==> src/rtl/led_pattern_sequencer.sv <==
// led_pattern_sequencer: five-mode LED pattern stepper with tick prescaler, pause and mode advance.
// Define LED_SEQ_AUTO_EN to auto-advance the mode after g_AUTO_STEPS ticks.
module led_pattern_sequencer #(
    parameter int g_TICK_COUNT = 2_500_000,
    parameter int g_AUTO_STEPS = 32
) (
    input  logic       i_Clk,
    input  logic       i_Rst_L,
    input  logic       i_Next,
    input  logic       i_Pause,
    output logic       o_LED_1,
    output logic       o_LED_2,
    output logic       o_LED_3,
    output logic       o_LED_4,
    output logic [2:0] o_Mode,
    output logic       o_Tick
);
    localparam logic [2:0] OFF = 3'd0, CHASE = 3'd1, BOUNCE = 3'd2, BINARY = 3'd3, BLINK = 3'd4;
    localparam int PW = $clog2(g_TICK_COUNT);

    logic [2:0]    mode_q, mode_d;
    logic [3:0]    step_q, step_d, step_last, led_q, led_d;
    logic [PW-1:0] pre_q, pre_d;
    logic          paused_q, paused_d, tick_q, tick_d, term, adv, auto_adv;

    assign term   = pre_q == PW'(g_TICK_COUNT - 1);
    assign tick_d = !paused_q && term && !i_Next;
    assign adv    = i_Next || auto_adv;

`ifdef LED_SEQ_AUTO_EN
    localparam int AW = $clog2(g_AUTO_STEPS + 1);
    logic [AW-1:0] auto_q, auto_d;
    assign auto_adv = tick_d && auto_q == AW'(g_AUTO_STEPS - 1);
    assign auto_d   = adv ? '0 : tick_d ? auto_q + AW'(1) : auto_q;
    always_ff @(posedge i_Clk or negedge i_Rst_L)
        if (!i_Rst_L) auto_q <= '0;
        else          auto_q <= auto_d;
`else
    logic unused_auto;
    assign unused_auto = ^g_AUTO_STEPS;
    assign auto_adv    = 1'b0;
`endif

    always_ff @(posedge i_Clk or negedge i_Rst_L) begin
        if (!i_Rst_L) begin
            mode_q   <= OFF;
            step_q   <= '0;
            pre_q    <= '0;
            paused_q <= 1'b0;
            tick_q   <= 1'b0;
            led_q    <= '0;
        end else begin
            mode_q   <= mode_d;
            step_q   <= step_d;
            pre_q    <= pre_d;
            paused_q <= paused_d;
            tick_q   <= tick_d;
            led_q    <= led_d;
        end
    end

    // Illegal encodings fall back to OFF regardless of any pending advance.
    always_comb begin
        step_last = mode_q == CHASE  ? 4'd3  :
                    mode_q == BOUNCE ? 4'd5  :
                    mode_q == BINARY ? 4'd15 :
                    mode_q == BLINK  ? 4'd1  : 4'd0;
        mode_d    = mode_q > BLINK ? OFF :
                    !adv ? mode_q :
                    mode_q == BLINK ? OFF : mode_q + 3'd1;
        step_d    = adv ? '0 : !tick_d ? step_q : step_q >= step_last ? '0 : step_q + 4'd1;
        pre_d     = adv ? '0 : paused_q ? pre_q : term ? '0 : pre_q + PW'(1);
        paused_d  = paused_q ^ i_Pause;
    end

    always_comb begin
        led_d = mode_q == CHASE  ? 4'b0001 << step_q[1:0] :
                mode_q == BOUNCE ? (step_q < 4'd4 ? 4'b0001 << step_q[1:0] :
                                    step_q == 4'd4 ? 4'b0100 : 4'b0010) :
                mode_q == BINARY ? step_q :
                mode_q == BLINK  ? {4{step_q[0]}} : 4'b0000;
    end

    assign {o_LED_4, o_LED_3, o_LED_2, o_LED_1} = led_q;
    assign o_Mode = mode_q;
    assign o_Tick = tick_q;
endmodule

==> config.mk <==
export PLATFORM = sky130hd
export DESIGN_NAME = led_pattern_sequencer
export DESIGN_NICKNAME = d
export VERILOG_FILES = /design/src/rtl/led_pattern_sequencer.sv
export SDC_FILE = /design/constraint.sdc
export NUM_CORES = 1
export LEC_CHECK = 0
export CAP_MARGIN = 40
export CELL_PAD_IN_SITES_DETAIL_PLACEMENT = 0
export CELL_PAD_IN_SITES_GLOBAL_PLACEMENT = 1
export CORE_ASPECT_RATIO = 0.9
export CORE_MARGIN = 2
export CORE_UTILIZATION = 46
export DETAILED_ROUTE_END_ITERATION = 10
export PLACE_DENSITY_LB_ADDON = 0.15
export SYNTH_ARGS = -nofsm -noshare
export SYNTH_HDL_FRONTEND = slang
export SYNTH_SLANG_ARGS = --single-unit
==> constraint.sdc <==
create_clock -name i_Clk -period 3.2 [get_ports i_Clk]
set_input_delay 0.48 -clock i_Clk [delete_from_list [all_inputs] [get_ports i_Clk]]
set_output_delay 0.48 -clock i_Clk [all_outputs]
set_load 0.02 [all_outputs]
==> Yosys cells after proc, flatten, opt, wreduce, memory -nomap -nowiden <==
Cells that the tools add are included.
{ "word_totals": {"ff_bits": 35, "wordCells": 46, "out_inout_bits": 8} }
{ "classes": {"n_addsub": 3, "eq_ne": 7, "bitwise": 1, "order_cmp": 3, "n_mux": 19, "n_reduce_logical": 6, "n_shift": 1} }
{ "ops": {"columns": ["operator", "n"], "rows": [
  ["22-bit 2-to-1 mux", 3],
  ["4-bit 2-to-1 mux", 11],
  ["22-bit by 1-bit adder with 22-bit output, second input constant", 1],
  ["22-bit == test, second input constant", 1],
  ["3-bit 2-to-1 mux", 4],
  ["3-bit by 2-bit == test with 1-bit output, second input constant", 2],
  ["4-bit by 1-bit adder with 4-bit output, second input constant", 1],
  ["4-bit by 3-bit == test with 1-bit output, second input constant", 1],
  ["4-bit >= comparator", 1],
  ["4-bit by 3-bit < comparator with 1-bit output, second input constant", 1],
  ["2-bit nonzero test", 2],
  ["1-bit by 2-bit << shifter with 4-bit output, first input constant", 1],
  ["3-bit by 1-bit adder with 3-bit output, second input constant", 1],
  ["3-bit by 1-bit == test with 1-bit output, second input constant", 1],
  ["3-bit == test, second input constant", 1],
  ["3-bit > comparator, second input constant", 1],
  ["1-bit logical AND", 2],
  ["1-bit logical NOT", 2],
  ["2-bit != test, second input constant", 1],
  ["1-bit 2-to-1 mux", 1],
  ["1-bit bitwise XOR", 1]
]} }

==> Logic depth before layout (Yosys ltp) <==
{ "logic_depth": {"word_depth": 9, "depth_mapped": 10} }

==> Worst setup path before layout <==
Ideal clock, no wire load.
{ "synth_path": {"kind": "flip-flop to flip-flop", "start": "register mode_q[0], in the netlist o_Mode[0]", "end": "register step_q[1]", "slack_ns": 0.468, "required_time_ns": 3.123, "n_path_buf": 0, "path_stages_with_launch": 11, "t_arrival_ns": 2.655, "synth_period_minus_slack_ns": 2.732, "cell_sequence": "dfrtp_1 > inv_1 > ha_1 > nor2_1 > o211ai_1 > ha_1 > nand2b_1 > a2111oi_0 > nor3_1 > or4b_1 > a21oi_1"} }
{ "synth_via": {"elab_chain_cells": 9, "elab_cells_between_ends": 12, "cone_classes": "order compare (1); eq/ne (4); mux (7)"} }
{ "synth_rtl": {"columns": ["element", "line", "text"], "rows": [
  ["start: declaration", "21", "logic [2:0] mode_q, mode_d;"],
  ["start signal: assignment", "53", "mode_q <= mode_d;"],
  ["3-bit == test", "67", "mode_q == BLINK ? 4'd1 : 4'd0;"],
  ["1-bit 2-to-1 mux", "67", null],
  ["4-bit 2-to-1 mux", "66", "mode_q == BINARY ? 4'd15 :"],
  ["4-bit 2-to-1 mux", "65", "mode_q == BOUNCE ? 4'd5 :"],
  ["4-bit 2-to-1 mux (*)", "64", "step_last = mode_q == CHASE ? 4'd3 :"],
  ["4-bit >= comparator (*)", "71", "step_d = adv ? '0 : !tick_d ? step_q : step_q >= step_last ? '0 : step_q + 4'd1;"],
  ["4-bit 2-to-1 mux (*) (3 in a row)", "71", null],
  ["end signal: assignment", "54", "step_q <= step_d;"],
  ["end: declaration", "22", "logic [3:0] step_q, step_d, step_last, led_q, led_d;"]
]} }
Mark *: on every way between the ends. The rest lies on a longest branch, timed or not. The select of a mux whose other input is x is not followed.
A chain may end at the register's enable or synchronous reset.

==> Worst setup path in the final report <==
Same ends and word-level chain as after synthesis.

==> results.yml <==
outcome:
  status: "finished, final reports clean"
logic_synthesis:
  synth.cell_area_sq_mm: 0.00212
  synth_top_area_share_pct: 41.3
  async_flop_share_pct: 100
  synth_top_flop_cell: "dfrtp_1"
  synth_top_cell_by_area: "dfrtp_1"
  netlist-cell-type-count: 43
  syn_nets: 246
  synthCells: 228
  ys_seq_area_share_pct: 41.3
  synth_edf_count: 0
  yosys_register_bits: 35
  yosys-top-cells-area: "dfrtp_1 41%, ha_1 8.3%, nor2_1 6.2%, xor2_1 5.8%, nand2_1 3.7%"
  yosys_warnings: 0
  synth_commonest_cells: "35 x dfrtp_1, 35 x nor2_1, 21 x nand2_1"
  synth.avg_cell_area_sq_um: 9.29
global_routing:
  grt_antenna_before_repair: 0
  grt_usage_pct: 20.6
  grt_max_degree: 36
  grt_pass1_wl_microns: 7890
  grt_pass1_vias: 1674
  gr-total-overflow: 0
sta:
  hold_viol: 0
  tightestPinTransition_ns: 0.665
  relSlewSlack_pct: 55.3
  period_needed_ns: 3.00
  final_max_slew_viol_count: 0
  finalSetupViolCount: 0
  skew_ns: 0.0132
  max_freq_mhz: 334
  setup-tns-final_ns: 0
  rsz0062_at_grt: "no"
  layout_worst_path_cycle_share_pct: 93.6
clock_network:
  post-cts-setup-buffer-count: 0
  hold_buffers: 0
  cts_buffers: 5
  clk_path_buf_depth: 2
  cts_resized: 0
  clock_latency_ns: 0.30
  clk_pin_slew_ns: 0.07
  cts_root_buf: "clkbuf_8"
  clock-sinks: 35
  cts_tree: "yes"
  h-tree-depth: 2
critical_path:
  critPathMaxFanout: 6
  crit_path_end_kind: "register"
  cp_num_buf_inv: 1
  crit_type: "reg2reg"
  r2r_setup_slack_ns: 0.20
  crit_start: "o_Mode[0]$_DFFE_PN0P_"
  startpoint_type: "register"
  critPathMaxStageDelay_ns: 0.50
  worst_r2r_endpoint: "step_q[1]$_DFFE_PN0P_"
  cp.required_ns: 3.42
  cp_slowest_cell: "a2111oi_0"
  critPathTopFamily: "simple AND/OR/NAND/NOR gates"
  arrival_ns: 3.21
  worstRegToRegCells: 10
  reg2reg_from: "o_Mode[0]$_DFFE_PN0P_"
  critPathMostFrequentCell: "ha_1"
  cp_cell_sequence: "inv_1 -> ha_1 -> nor2_1 -> o211ai_1 -> ha_1 -> nand2b_1 -> a2111oi_0 -> nor3_1 -> or4b_1 -> a21oi_1"
floorplan:
  die-area_sq_mm: 0.00516
  die_y_microns: 68.4
  die_x_microns: 75.5
  fp-row-count: 23
  coreArea_sq_mm: 0.00443
  ioPinCount: 12
  start_util_pct: 47.8
power_and_ir_drop:
  pwr-share-clk_pct: 32.9
  swShare_pct: 33.4
  pwr-share-seq_pct: 37.1
  pwr_density_cell_mw_per_mm2: 615
  power_leakage_nw: 1.03
  irDropWorstVdd_mv: 0.520
  intPower_w: 0.000980
  total_power_w: 0.00147
  p_sw_w: 0.000492
  power_frac_comb_pct: 30.0
drt:
  ant_nets: 0
  via_count: 1692
  wirelength_microns: 4530
  dr.pass1.iters: 4
  vias_per_cell: 5.57
  routedWlPerCell_microns: 14.9
  drc: 0
  drt-initial-drc-count: 125
final_layout:
  n_fill_cell: 421
  syn_to_final_growth_pct: 13.1
  final_layout_size_suffix_gt1_share_pct: 6.61
  antenna_cells: 0
  nets: 259
  final_area_sq_mm: 0.00240
min_path:
  min-delay-start: "pre_q[1]$_DFFE_PN0P_"
  worstHoldPathCells: 2
  hold_path.class: "reg2reg"
  worstHoldEndpoint: "pre_q[1]$_DFFE_PN0P_"
placement:
  portBuffers: 11
  routabilityCongestion: 0.848
  place_area_sq_mm: 0.00226
  dp.final_hpwl_microns: 3290
run:
  max_cap_viol_count: 0
layout by cell type, fill, tap and decap left out, types with 3 or more instances in the layout:
master,instances
nand3_1,8
dfrtp_1,35
xor2_1,14
nor3b_1,4
nand2_1,21
nor4_1,4
xnor2_1,5
clkbuf_8,5
nor2_1,35
o21ai_0,3
nand2b_1,5
ha_1,14
nand4_1,10
nor2b_1,5
o21bai_1,3
inv_1,7
nor3_1,9
a21oi_1,10
clkdlybuf4s50_1,11
and3_1,3
metal layers:
layer | up-vias | GRT usage [%] | routed length, microns | part of all wire, %
met2 | 45 | 29.6 | 1940 | 43
met3 | 7 | 5.45 | 271 | 6.0
met4 | 0 | 7.68 | 65 | 1.4
met5 | - | 0 | 0 | 0
met1 | 812 | 29.6 | 2260 | 50
li1 | 828 | - | - | -
worst max path at each step:
stage | to | depth (start not counted) | slack [ns]
after floorplan | step_q[1]$_DFFE_PN0P_ | 10 | 0.47
after global routing | step_q[1]$_DFFE_PN0P_ | 10 | 0.01
after detailed placement | step_q[1]$_DFFE_PN0P_ | 10 | 0.26
final | step_q[1]$_DFFE_PN0P_ | 10 | 0.20
after global placement | step_q[1]$_DFFE_PN0P_ | 10 | 0.47
after CTS | step_q[1]$_DFFE_PN0P_ | 10 | 0.21
worst min-delay path, cell delays in order (launching register included):
cell and delay [ns]:
dfrtp_1 0.40, nand2_1 0.07, a21oi_1 0.06
per-stage QoR:
| step | util [%] | setup WS (ns) | hold slack [ns] | cells |
|---|---|---|---|---|
| after floorplan | - | 0.468 | 0.184 | 228 |
| after global placement | 50.7 | 0.469 | 0.534 | 295 |
| after detailed placement | 51.0 | 0.256 | 0.562 | 296 |
| after CTS | 54.1 | 0.209 | 0.574 | 304 |
| after global routing | 54.1 | 0.0112 | 0.599 | 304 |
| final | 54.1 | 0.205 | 0.570 | 304 |
area by class of cell:
class                           instances  area (sq um)  share of cell area [%]
Clock buffer                            5          68.8                    2.87
Clock inverter                          3          67.6                    2.82
Inverter                                7          26.3                    1.10
Multi-Input combinational cell        178          1140                    47.7
Sequential cell                        35           876                    36.6
Tap cell                               62          77.6                    3.24
Timing Repair Buffer                   14           136                    5.69
registers in the layout, summed over array words and instances (netlist names):
| register | flops |
|---|---|
| step_q | 4 |
| o_Tick | 1 |
| led_q | 4 |
| paused_q | 1 |
| o_Mode | 3 |
| pre_q | 22 |
power by group through the flow:
stage / clock network, W / registers (W) / logic, W
after floorplan: 0 / 0.000561 / 0.000300
after global placement: 0 / 0.000551 / 0.000422
after detailed placement: 0 / 0.000554 / 0.000439
after CTS: 0.000488 / 0.000545 / 0.000442
after global routing: 0.000513 / 0.000556 / 0.000497
final: 0.000485 / 0.000546 / 0.000442
cell families after synthesis:
logic type,share of synthesized area (%)
multiplexers,0.473
flip-flops,41.3
AND/OR/NAND/NOR,29.1
AO/OA/AOI/OAI,8.27
adder cells (fa/ha/maj),8.27
XOR/XNOR,7.86
buffers and inverters,4.67
Note: power is estimated with default switching activity, not from simulation.
